$ cat src/rtl/uart_pkg.sv
// Shared types and helpers for the UART receiver.
// Latency: n/a (types and a pure function only).
// Backpressure: n/a.
package uart_pkg;

   typedef enum logic [1:0] {
      PAR_NONE = 2'd0,
      PAR_ODD  = 2'd1,
      PAR_EVEN = 2'd2
   } parity_t;

   typedef enum logic [2:0] {
      ST_IDLE,
      ST_START,
      ST_DATA,
      ST_PARITY,
      ST_STOP,
      ST_WAIT_HIGH
   } rx_state_t;

   // 2-of-3 majority of three line samples.
   function automatic logic maj3(input logic [2:0] s);
      return (s[0] & s[1]) | (s[0] & s[2]) | (s[1] & s[2]);
   endfunction

endpackage

$ cat src/rtl/uart_rx_fifo.sv
// Small first-word-fall-through FIFO for received frames.
// Latency: a push is visible at the head on the cycle after the write edge.
// Backpressure: pop on valid && ready; a push into a full FIFO is taken only with a same-cycle pop.
// Ports: clock, reset (async active-low), push/push_data (write side),
//        data/valid/ready (head of FIFO), full (status for drop detection).
module uart_rx_fifo #(
   parameter int WIDTH = 10,
   parameter int DEPTH = 4
) (
   input  logic             clock,
   input  logic             reset,
   input  logic             push,
   input  logic [WIDTH-1:0] push_data,
   output logic [WIDTH-1:0] data,
   output logic             valid,
   input  logic             ready,
   output logic             full
);

   localparam int AW = $clog2(DEPTH);

   logic [WIDTH-1:0] mem [DEPTH];
   // One extra wrap bit distinguishes full from empty when the indices match.
   logic [AW:0]      wr_ptr;
   logic [AW:0]      rd_ptr;
   logic             pop;
   logic             wr_en;

   assign valid = (wr_ptr != rd_ptr);
   assign full  = (wr_ptr[AW] != rd_ptr[AW]) && (wr_ptr[AW-1:0] == rd_ptr[AW-1:0]);
   assign pop   = valid && ready;
   // When full, the slot being written is the one being popped this cycle.
   assign wr_en = push && (!full || pop);
   assign data  = mem[rd_ptr[AW-1:0]];

   always_ff @(posedge clock or negedge reset) begin
      if (!reset) begin
         wr_ptr <= '0;
         rd_ptr <= '0;
         for (int i = 0; i < DEPTH; i++) begin
            mem[i] <= '0;
         end
      end else begin
         if (wr_en) begin
            mem[wr_ptr[AW-1:0]] <= push_data;
            wr_ptr              <= wr_ptr + (AW+1)'(1);
         end
         if (pop) begin
            rd_ptr <= rd_ptr + (AW+1)'(1);
         end
      end
   end

endmodule

$ cat src/rtl/uart_rx.sv
// Oversampling UART receiver with majority vote, parity/stop checking and a receive FIFO.
// Latency: a frame appears at the FIFO head one cycle after the vote of its last stop bit.
// Backpressure: head holds while !_out_ready; a frame arriving into a full FIFO is dropped and flagged by _overrun.
// Ports: _clock, _reset (async active-low), _in (raw serial line, idle high),
//        _out/_out_valid/_out_ready (head entry handshake), _parity_err/_frame_err (head entry flags),
//        _overrun (one-cycle pulse per dropped frame).
module uart_rx
   import uart_pkg::*;
#(
   parameter int CLOCKS_PER_BIT = 8,
   parameter int DATA_BITS      = 8,
   parameter int PARITY         = 0,
   parameter int STOP_BITS      = 1,
   parameter int FIFO_DEPTH     = 4
) (
   input  logic                 _clock,
   input  logic                 _reset,
   input  logic                 _in,
   output logic [DATA_BITS-1:0] _out,
   output logic                 _out_valid,
   input  logic                 _out_ready,
   output logic                 _parity_err,
   output logic                 _frame_err,
   output logic                 _overrun
);

   localparam parity_t    PAR_MODE  = (PARITY == 1) ? PAR_ODD : (PARITY == 2) ? PAR_EVEN : PAR_NONE;
   localparam int         MID       = CLOCKS_PER_BIT / 2;
   localparam logic [7:0] TICK_LAST = 8'(CLOCKS_PER_BIT - 1);
   localparam logic [7:0] TICK_VOTE = 8'(MID + 1);
   localparam logic [3:0] DATA_LAST = 4'(DATA_BITS - 1);
   localparam logic [3:0] STOP_LAST = 4'(STOP_BITS - 1);
   localparam int         EW        = DATA_BITS + 2;

   logic                 sync1;
   logic                 rx;
   logic [1:0]           hist;
   logic [7:0]           tick;
   logic [3:0]           bit_cnt;
   logic [DATA_BITS-1:0] shreg;
   logic                 par_err;
   logic                 frm_err;
   rx_state_t            state;
   rx_state_t            state_nxt;

   logic                 vote_now;
   logic                 tick_wrap;
   logic                 bit_val;
   logic                 tick_run;
   logic                 frame_start;
   logic                 shift_en;
   logic                 par_cap;
   logic                 frm_set;
   logic                 bit_inc;
   logic                 bit_clr;
   logic                 push;
   logic [EW-1:0]        push_data;
   logic [EW-1:0]        head;
   logic                 full;

   // Synchroniser plus a two-deep history of rx. At the vote tick the history holds
   // the samples from ticks MID-1 and MID, and rx itself is the MID+1 sample.
   always_ff @(posedge _clock or negedge _reset) begin
      if (!_reset) begin
         sync1 <= 1'b1;
         rx    <= 1'b1;
         hist  <= 2'b11;
      end else begin
         sync1 <= _in;
         rx    <= sync1;
         hist  <= {hist[0], rx};
      end
   end

   assign tick_wrap = (tick == TICK_LAST);
   assign vote_now  = (tick == TICK_VOTE);
   assign bit_val   = maj3({hist, rx});

   always_ff @(posedge _clock or negedge _reset) begin
      if (!_reset) begin
         state <= ST_IDLE;
      end else begin
         state <= state_nxt;
      end
   end

   always_comb begin
      state_nxt   = state;
      frame_start = 1'b0;
      shift_en    = 1'b0;
      par_cap     = 1'b0;
      frm_set     = 1'b0;
      bit_inc     = 1'b0;
      bit_clr     = 1'b0;
      push        = 1'b0;
      case (state)
         ST_IDLE: begin
            if (!rx) begin
               state_nxt   = ST_START;
               frame_start = 1'b1;
            end
         end
         ST_START: begin
            if (vote_now && bit_val) begin
               state_nxt = ST_IDLE;
            end else if (tick_wrap) begin
               state_nxt = ST_DATA;
            end
         end
         ST_DATA: begin
            shift_en = vote_now;
            if (tick_wrap) begin
               if (bit_cnt == DATA_LAST) begin
                  bit_clr   = 1'b1;
                  state_nxt = (PAR_MODE != PAR_NONE) ? ST_PARITY : ST_STOP;
               end else begin
                  bit_inc = 1'b1;
               end
            end
         end
         ST_PARITY: begin
            par_cap = vote_now;
            if (tick_wrap) begin
               state_nxt = ST_STOP;
            end
         end
         ST_STOP: begin
            frm_set = vote_now && !bit_val;
            // The last stop bit ends the frame at its vote, not at the end of the bit.
            if (vote_now && (bit_cnt == STOP_LAST)) begin
               push      = 1'b1;
               state_nxt = bit_val ? ST_IDLE : ST_WAIT_HIGH;
            end else if (tick_wrap) begin
               bit_inc = 1'b1;
            end
         end
         ST_WAIT_HIGH: begin
            if (rx) begin
               state_nxt = ST_IDLE;
            end
         end
         default: state_nxt = ST_IDLE;
      endcase
      tick_run = (state != ST_IDLE) && (state != ST_WAIT_HIGH) &&
                 (state_nxt != ST_IDLE) && (state_nxt != ST_WAIT_HIGH);
   end

   always_ff @(posedge _clock or negedge _reset) begin
      if (!_reset) begin
         tick    <= '0;
         bit_cnt <= '0;
         shreg   <= '0;
         par_err <= 1'b0;
         frm_err <= 1'b0;
      end else begin
         if (!tick_run || tick_wrap) begin
            tick <= '0;
         end else begin
            tick <= tick + 8'd1;
         end
         if (frame_start || bit_clr) begin
            bit_cnt <= '0;
         end else if (bit_inc) begin
            bit_cnt <= bit_cnt + 4'd1;
         end
         // LSB arrives first, so shift in at the top and right-shift.
         if (shift_en) begin
            shreg <= {bit_val, shreg[DATA_BITS-1:1]};
         end
         if (frame_start) begin
            par_err <= 1'b0;
            frm_err <= 1'b0;
         end else begin
            if (par_cap) begin
               par_err <= ((^shreg) ^ bit_val) != (PAR_MODE == PAR_ODD);
            end
            if (frm_set) begin
               frm_err <= 1'b1;
            end
         end
      end
   end

   // The last stop vote is folded in directly since frm_err only updates on the push edge.
   assign push_data = {frm_err | !bit_val, par_err, shreg};

   uart_rx_fifo #(
      .WIDTH (EW),
      .DEPTH (FIFO_DEPTH)
   ) u_fifo (
      .clock     (_clock),
      .reset     (_reset),
      .push      (push),
      .push_data (push_data),
      .data      (head),
      .valid     (_out_valid),
      .ready     (_out_ready),
      .full      (full)
   );

   assign _out        = head[DATA_BITS-1:0];
   assign _parity_err = head[DATA_BITS];
   assign _frame_err  = head[DATA_BITS+1];

   always_ff @(posedge _clock or negedge _reset) begin
      if (!_reset) begin
         _overrun <= 1'b0;
      end else begin
         _overrun <= push && full && !(_out_valid && _out_ready);
      end
   end

endmodule

$ cat config.mk
export PLATFORM = sky130hd
export DESIGN_NAME = uart_rx
export DESIGN_NICKNAME = d
export VERILOG_FILES = /design/src/rtl/uart_pkg.sv /design/src/rtl/uart_rx_fifo.sv /design/src/rtl/uart_rx.sv
export SDC_FILE = /design/constraint.sdc
export NUM_CORES = 1
export LEC_CHECK = 0
export CAP_MARGIN = 15
export CORE_ASPECT_RATIO = 1.2
export CORE_MARGIN = 5
export CORE_UTILIZATION = 40
export DETAILED_ROUTE_END_ITERATION = 10
export PLACE_DENSITY = 0.67
export SLEW_MARGIN = 20
export SYNTH_ARGS = -nofsm -noshare
export SYNTH_HDL_FRONTEND = slang
export SYNTH_SLANG_ARGS = --single-unit
$ cat constraint.sdc
create_clock -name _clock -period 2.5 [get_ports _clock]
set_input_delay 0.625 -clock _clock [delete_from_list [all_inputs] [get_ports _clock]]
set_output_delay 0.625 -clock _clock [all_outputs]
set_load 0.02 [all_outputs]
# Yosys cells after proc, flatten, opt, wreduce, memory -nomap -nowiden
# Cells that the tools add are included.
totals:
  ff_bits: 76
  in_bits: 4
  output_inout_bits: 12
  wordCells: 110
op_classes:
  n_addsub: 4
  n_lt_le_gt_ge: 3
  eq_ne: 13
  n_mux: 38
  n_bitwise: 9
  n_reduce_logical: 27
op_table:
  columns: ["cell", "n"]
  rows:
  - ["40-bit bitwise mux", 1]
  - ["10-bit two-way mux", 3]
  - ["3-bit two-way mux", 9]
  - ["10-bit binary-select mux with 2-bit select", 1]
  - ["10-bit demux with 2-bit select", 1]
  - ["1-bit two-way mux", 18]
  - ["3-bit case mux with 6 select lines", 1]
  - ["8-bit by 3-bit equality test with 1-bit output, second input constant", 2]
  - ["1-bit logical AND", 12]
  - ["8-bit by 1-bit adder with 8-bit output, second input constant", 1]
  - ["4-bit two-way mux", 2]
  - ["8-bit two-way mux", 1]
  - ["8-bit XOR reduction", 1]
  - ["3-bit by 1-bit adder with 3-bit output, second input constant", 2]
  - ["3-bit by 2-bit equality test with 1-bit output, second input constant", 2]
  - ["3-bit equality test, second input constant", 2]
  - ["3-bit greater-or-equal comparator, second input constant", 2]
  - ["3-bit != test, second input constant", 2]
  - ["2-bit inverter with 3-bit output", 2]
  - ["2-bit nonzero test", 3]
  - ["3-bit nonzero test", 2]
  - ["4-bit by 1-bit adder with 4-bit output, second input constant", 1]
  - ["4-bit by 3-bit equality test with 1-bit output, second input constant", 1]
  - ["1-bit zero test", 4]
  - ["12 further kinds", 18]

# Depth between registers and ports, before layout
# Gate-level depths: netlist (run 1).
logic_depth:
  word_depth: 12
  depth_mapped: 9

# Cells and area by module
# A second synthesis (run 1) with hierarchy kept.
hier_totals:
  cells_unflattened: 286
  area_unflattened_um2: 3837.4
by_module_without_submodules:
  columns: ["module", "instances", "cells_each", "area_per_inst_um2"]
  rows:
  - ["uart_rx_fifo", 1, 140, 2250.9]
  - ["uart_rx", 1, 146, 1586.5]

# Least setup slack after synthesis (run 1)
# Ideal clock, no wire load.
synth_timing:
  path_type: "reg2out"
  startpoint: "register u_fifo.rd_ptr[0]"
  endpoint: "output _out[0]"
  arrival_ps: 1577
  required_ps: 1875
  path_slack_ps: 298
  path_stages_with_launch: 3
  path_buffers: 1
  path_cell_list: "dfrtp_1 > buf_1 > mux4_2"
synth_via:
  elab_chain_cells: 4
synth_rtl:
  columns: ["item", "line_no", "rtl"]
  rows:
  - ["start: declaration", "uart_rx_fifo.sv:25", "logic [AW:0] rd_ptr;"]
  - ["start signal: assignment", "uart_rx_fifo.sv:49", "rd_ptr <= rd_ptr + (AW+1)'(1);"]
  - ["2-bit inverter with 3-bit output (not written as such)", "uart_rx_fifo.sv:34", "assign data = mem[rd_ptr[AW-1:0]];"]
  - ["10-bit binary-select mux with 2-bit select", "uart_rx_fifo.sv:34", null]
  - ["10-bit two-way mux (not written as such) (2 in series)", "uart_rx_fifo.sv:34", null]
  - ["end: declaration", "uart_rx.sv:19", "output logic [DATA_BITS-1:0] _out,"]
# No other way between the ends. The select of a mux whose other input is x is not followed.

# Final worst setup path (run 1)
layout_timing:
  startpoint: "register u_fifo.rd_ptr[0]"
  endpoint: "output _out[3]"
# Same word-level chain as after synthesis.

==> results of run 1 <==
==> cells by family after synthesis <==
kind of cell,share of synthesized area
AO/OA/AOI/OAI,0.0402
multiplexers,0.229
buffers and inverters,0.0251
AND/OR/NAND/NOR,0.0939
XOR/XNOR,0.0543
adder cells (fa/ha/maj),0.0337
flip-flops,0.524
==> per-stage QoR <==
stage               setup TNS [ns]  instance area [um2]  utilization  hold slack [ns]
floorplan                        0                 3640            -            0.329
global placement                 0                 4000        0.445            0.350
detailed placement        -0.00751                 4000        0.445            0.349
CTS                              0                 4210        0.468            0.257
global route                     0                 4210        0.468            0.287
finish                           0                 4210        0.468            0.242
==> power by group through the flow <==
stage	registers (W)	logic, W	clock network, W
final	0.00151	0.000657	0.00102
after global routing	0.00153	0.000739	0.00110
after CTS	0.00151	0.000672	0.00104
after detailed placement	0.00152	0.000674	0
after global placement	0.00152	0.000657	0
after floorplan	0.00142	0.000568	0
==> synth_stat cells (2+ instances only) <==
cell type	count
or4_1	4
o21ai_0	3
nand2_2	4
buf_4	2
nand3b_1	2
a21oi_1	5
dfrtp_1	72
clkbuf_1	2
inv_1	8
o31ai_1	2
ha_1	9
nand3_1	11
nand2_1	6
clkbuf_2	2
xnor2_1	15
nor3_1	2
mux2_4	9
nor4_1	2
nor2_1	14
nand2b_1	3
xor2_1	5
mux4_2	10
dfstp_2	4
mux2_2	41
==> flip-flops by register name, summed over array words and instances, names as in the netlist <==
name	flops
shreg	8
rx	1
frm_err	1
hist	2
sync1	1
u_fifo.rd_ptr	3
tick	8
state	3
bit_cnt	4
u_fifo.mem	40
par_err	1
u_fifo.wr_ptr	3
_overrun	1
==> routing by layer <==
metal / share of wire / up-vias / wire (um)
li1: - / 997 / -
met1: 0.46 / 1121 / 3110
met2: 0.50 / 19 / 3430
met3: 0.021 / 10 / 144
met4: 0.018 / 0 / 122
met5: 0 / - / 0
==> cell type report <==
cell class | instances | share of cell area
Clock buffer | 9 | 0.0295
Timing Repair Buffer | 25 | 0.0616
Tap cell | 120 | 0.0357
Sequential cell | 76 | 0.454
Clock inverter | 7 | 0.0217
Multi-Input combinational cell | 171 | 0.390
Inverter | 8 | 0.00714
==> repair_timing <==
item                       in CTS  in global routing
hold buffers                    0                  0
gates resized for setup        13                  0
setup endpoints to repair      11                  0
==> final timing paths <==
check | startpoint | to | slack (ns) | cells after the start
setup / recovery | u_fifo.rd_ptr[0]$_DFFE_PN0P_ | _out[3] | 0.09 | 3
hold / removal | _reset | frm_err$_DFFE_PN0P_ | 0.24 | 1
setup reg to reg | tick[5]$_DFF_PN0_ | u_fifo.mem[12]$_DFFE_PN0P_ | 0.21 | 5
hold reg to reg | sync1$_DFF_PN1_ | rx$_DFF_PN1_ | 0.36 | 0
max in group asynchronous | _reset | hist[1]$_DFF_PN1_ | 1.63 | 2
min in group _clock | sync1$_DFF_PN1_ | rx$_DFF_PN1_ | 0.36 | 0
==> flow_summary.yaml, run 1 <==
worst_setup_path:
  crit_path_max_fanout: 13
  crit_family: "multiplexers"
  cp_slowest_stage_delay_ns: 0.54
  slowest_stage: "mux4_2"
  worstSetupStartpointType: "flop"
  crit_path_end_kind: "primary output"
  cp.required_ns: 1.88
  critPathBufInv: 2
  critical_path.cell_chain: "buf_12 > mux4_2 > dlygate4sd2_1"
  path_class: "reg2out"
  cp_data_arrival_time_ns: 1.79
synth:
  yosysSeqAreaShare: 0.524
  yosysWarningCount: 0
  synthTopCellsByArea: "dfrtp_1 (50%), mux2_2 (13%), mux4_2 (6.2%)"
  synth_edf_count: 0
  syn_area_per_cell_um2: 13.8
  synth_top_area_share: 0.495
  syn-cell-area_um2: 3640
  syn_inst: 264
  syn_nets: 277
  ys_seq_elements: 76
  synth_top_area_cell: "dfrtp_1"
  synth-async-reset-ratio: 1.00
  synth.distinct_cells: 51
  yosys_most_used_dff: "dfrtp_1"
die:
  start_util: 0.405
  io_pins: 16
  dieArea_um2: 11100
  die_w_um: 97.1
  core_area_um2: 8990
  placement_rows: 38
  die_y_um: 114
power:
  p_sw_frac: 0.301
  internal_power_w: 0.00222
  p_per_area_nw_per_um2: 757
  p_leak_nw: 2.00
  power.total_w: 0.00318
  ir_worst_vdd_mv: 0.365
  combPwrFrac: 0.206
  clkPwrFrac: 0.319
  p_seq_frac: 0.474
  p_sw_w: 0.000959
drt:
  drc: 0
  vias_per_cell: 5.16
  avgRoutedWirePerCell_um: 16.4
  routed_wl_mm: 6.81
  drt-initial-drc-count: 80
  ant_nets: 0
  vias: 2147
  first_pass_iters: 5
cells_and_area:
  finalNetCount: 304
  diodes: 0
  layoutNonFillerInstCount: 416
  syn2layout_area_growth_pct: 15.6
  drive_above_1_share: 0.355
  mostFrequentLayoutCells: "dfrtp_1 (71), mux2_2 (41), xnor2_1 (15)"
  final_common_cell: "dfrtp_1"
  regArea_um2: 1910
  nFillCells: 805
  multiInputGateArea_um2: 1640
cts:
  cts_max_path_buffers: 2
  cts_buffers: 9
  htreeDepth: 3
  root_buffer: "clkbuf_8"
  clock_latency_ns: 0.34
  clock-sinks: 76
  post-cts-setup-buffer-count: 0
  clkTransAtPathRegs_ns: 0.08
  cts_tree: "built"
run_status:
  status: "complete, no violations"
place:
  dp_hpwl_mm: 4.60
  dp_slack_ns: -0.00343
  dp_cells: 400
  gp_congestion: 0.757
  port_buffers: 15
global_routing:
  globalRoute.busiestLayer: "met2"
  grtUsageMet3: 0.0256
  grt_max_degree: 41
  grt_antenna_before_repair: 0
  grtUsageTotal: 0.134
  grtUsageMet2: 0.224
  grt_pass1_vias: 2269
  overflow: 0
  grt_pass1_wl_mm: 11.8
  use_met1: 0.171
timing:
  fmax_mhz: 415
  drv_slew: 0
  setup_slack_ns: 0.0877
  rsz0062_at_grt: "no"
  tightest_slew_ns: 0.494
  finalCriticalPeriod_ns: 2.41
  fin_crit_sh: 0.965
  clock_skew_ns: 0.00776
  hold_viol: 0
  setup_violations: 0
  relSlewSlack: 0.671
min_path:
  min_path_type: "in2async"
flow_run:
  cap_violations: 0
No activity file was read; power rests on OpenSTA's default activity.
==> run 2, diff against run 1 <==
--- a/config.mk
+++ b/config.mk
@@ -9,8 +9,10 @@
 export CORE_ASPECT_RATIO = 1.2
 export CORE_MARGIN = 5
 export CORE_UTILIZATION = 40
+export CTS_BUF_LIST = sky130_fd_sc_hd__clkbuf_2 sky130_fd_sc_hd__clkbuf_4 sky130_fd_sc_hd__clkbuf_8
+export CTS_CLUSTER_DIAMETER = 40
 export DETAILED_ROUTE_END_ITERATION = 10
-export PLACE_DENSITY = 0.67
+export PLACE_DENSITY = 0.69
 export SLEW_MARGIN = 20
 export SYNTH_ARGS = -nofsm -noshare
 export SYNTH_HDL_FRONTEND = slang
==> constraint.sdc (replaced) <==
create_clock -name _clock -period 1.9 [get_ports _clock]
set_input_delay 0.475 -clock _clock [delete_from_list [all_inputs] [get_ports _clock]]
set_output_delay 0.475 -clock _clock [all_outputs]
set_load 0.02 [all_outputs]
==> run 2 against run 1 <==
Compared with the run above: the run now ends with negative setup slack left; clock power increased by 26%; highest routed layer unchanged; critical path depth unchanged; clock skew is 0.0053 ns higher; largest cell class is now multi-input gates; critical endpoint is now _parity_err; first-iteration DRC count fell by 26%; wire length rose by 14%; sequential share of layout area fell by 6.6 points; critical path type unchanged; hold slack better by 0.12 ns; global-route usage is 1.3 points higher.
==> flow_summary.yaml, run 2 (synthesis results as in run 1) <==
run_status:
  status: "complete, but fails checks"
  violations: "negative setup slack"
cts:
  root_buffer: "clkbuf_8"
  cts_tree: "built"
  clock_latency_ns: 0.36
  clkTransAtPathRegs_ns: 0.08
  clock-sinks: 76
  htreeDepth: 3
  cts_buffers: 9
  cts_max_path_buffers: 2
drt:
  ant_nets: 0
  avgRoutedWirePerCell_um: 16.9
  drc: 0
  vias: 2383
  drt-initial-drc-count: 59
  first_pass_iters: 4
  vias_per_cell: 5.17
  routed_wl_mm: 7.79
worst_setup_path:
  worstSetupStartpointType: "flop"
  crit_path_end_kind: "primary output"
  critical_path.cell_chain: "buf_16 > mux4_2 > buf_6"
  crit_family: "multiplexers"
  path_class: "reg2out"
  crit_path_max_fanout: 5
  critPathBufInv: 2
  cp_data_arrival_time_ns: 1.63
  cp_slowest_stage_delay_ns: 0.53
  slowest_stage: "mux4_2"
  cp.required_ns: 1.42
cells_and_area:
  largestRegisters: "u_fifo.mem (40), shreg (8), tick (8)"
  finalNetCount: 349
  syn2layout_area_growth_pct: 34.9
  diodes: 0
  final_common_cell: "dfrtp_1"
  final_util: 0.546
  top_register: "u_fifo.mem"
  drive_above_1_share: 0.534
  mostFrequentLayoutCells: "dfrtp_1 (71), buf_4 (35), mux2_2 (31)"
  largest_reg_flops: 40
timing:
  finalSetupTns_ns: -8.75
  hold_viol: 0
  rsz0062_at_grt: "yes"
  holdWs_ns: 0.359
  drv_slew: 0
  fin_crit_sh: 1.11
  relSlewSlack: 0.704
  clock_skew_ns: 0.0130
  fmax_mhz: 475
  tightest_slew_ns: 0.440
  setup_slack_ns: -0.206
  finalCriticalPeriod_ns: 2.11
  setup_violations: 61
place:
  port_buffers: 15
  gp_congestion: 0.877
  dp_slack_ns: -0.489
  dp_hpwl_mm: 4.87
die:
  start_util: 0.405
  core_area_um2: 8990
  io_pins: 16
  die_w_um: 97.1
  placement_rows: 38
  dieArea_um2: 11100
  die_y_um: 114
power:
  p_sw_frac: 0.318
  clkPwrFrac: 0.265
  p_sw_w: 0.00155
  power.total_w: 0.00487
  ir_worst_vdd_mv: 0.655
  combPwrFrac: 0.350
  p_per_area_nw_per_um2: 991
  internal_power_w: 0.00332
  p_leak_nw: 2.27
  p_seq_frac: 0.385
global_routing:
  grt_antenna_before_repair: 0
  grt_max_degree: 44
  grt_pass1_vias: 2537
  use_met1: 0.180
  overflow: 0
  globalRoute.busiestLayer: "met2"
  grtUsageMet2: 0.257
  grt_pass1_wl_mm: 12.8
  grtUsageMet3: 0.0280
  grtUsageTotal: 0.147
min_path:
  min_path_type: "reg2reg"
flow_run:
  cap_violations: 0
-- run 2: cell types whose count changed in the layout (fill, tap and decap cells not counted), moves of 10 or more --
cell           delta
buf_4            +28
buf_6            +21
dlygate4sd2_1    -11
mux2_2           -10
mux2_4           +10
nor2_1           -10
-- run 2: area by class of cell --
cell class	instances	area, um2
Timing Repair Buffer	67	687
Sequential cell	76	1910
Clock buffer	9	124
Clock inverter	7	81.3
Tap cell	120	150
Inverter	8	30.0
Multi-Input combinational cell	174	1930
Fill cell	741	4080
-- run 2: power groups by stage --
stage          clock (W)  combinational [W]  sequential (W)
3_3_place_gp           0            0.00128         0.00188
6_report         0.00129            0.00170         0.00187
2_1_floorplan          0           0.000760         0.00187
3_5_place_dp           0            0.00131         0.00189
4_1_cts          0.00131            0.00154         0.00187
5_1_grt          0.00140            0.00184         0.00190
-- run 2: stage by stage --
stage / cells / area [um2]
6_report: 461 / 4910
5_1_grt: 461 / 4910
4_1_cts: 459 / 4750
3_5_place_dp: 430 / 4250
3_3_place_gp: 430 / 4250
2_1_floorplan: 264 / 3660
-- run 2: path summary, 6_finish.rpt --
check                           depth (start not counted)                      endpoint                    startpoint  slack [ns]
worst max register to register                          6    u_fifo.mem[30]$_DFFE_PN0P_             tick[6]$_DFF_PN0_       -0.17
worst min-delay path                                    0                  rx$_DFF_PN1_               sync1$_DFF_PN1_        0.36
max in group asynchronous                               3  u_fifo.rd_ptr[0]$_DFFE_PN0P_                        _reset        0.81
worst max-delay path                                    3                   _parity_err  u_fifo.rd_ptr[0]$_DFFE_PN0P_       -0.21
worst min register to register                          0                  rx$_DFF_PN1_               sync1$_DFF_PN1_        0.36
min in group asynchronous                               2          shreg[4]$_DFFE_PN0P_                        _reset        0.53
-- run 2: worst reg2reg max path, delay by kind of cell, from the launching register on --
kind	cells	cell delay [ns]
muxes	1	0.30
buffers and inverters	1	0.19
AOI/OAI and AO/OA	1	0.34
and+or+nand+nor	3	0.76
DFF	1	0.38
-- run 2: timing repair --
action                                  4_1_cts  5_1_grt
cloned                                        4        0
hold buffers                                  1        0
endpoints found under the setup margin       71       72
resized for setup                            92       33
pin swaps                                     7        9
buffers inserted                              9        4
endpoints found under the hold margin        11        0
-- run 2: routing by layer --
layer / part of all wire / vias to the layer above
li1: - / 1110
met1: 0.42 / 1230
met2: 0.54 / 28
met3: 0.020 / 15
met4: 0.021 / 0
met5: 0 / -
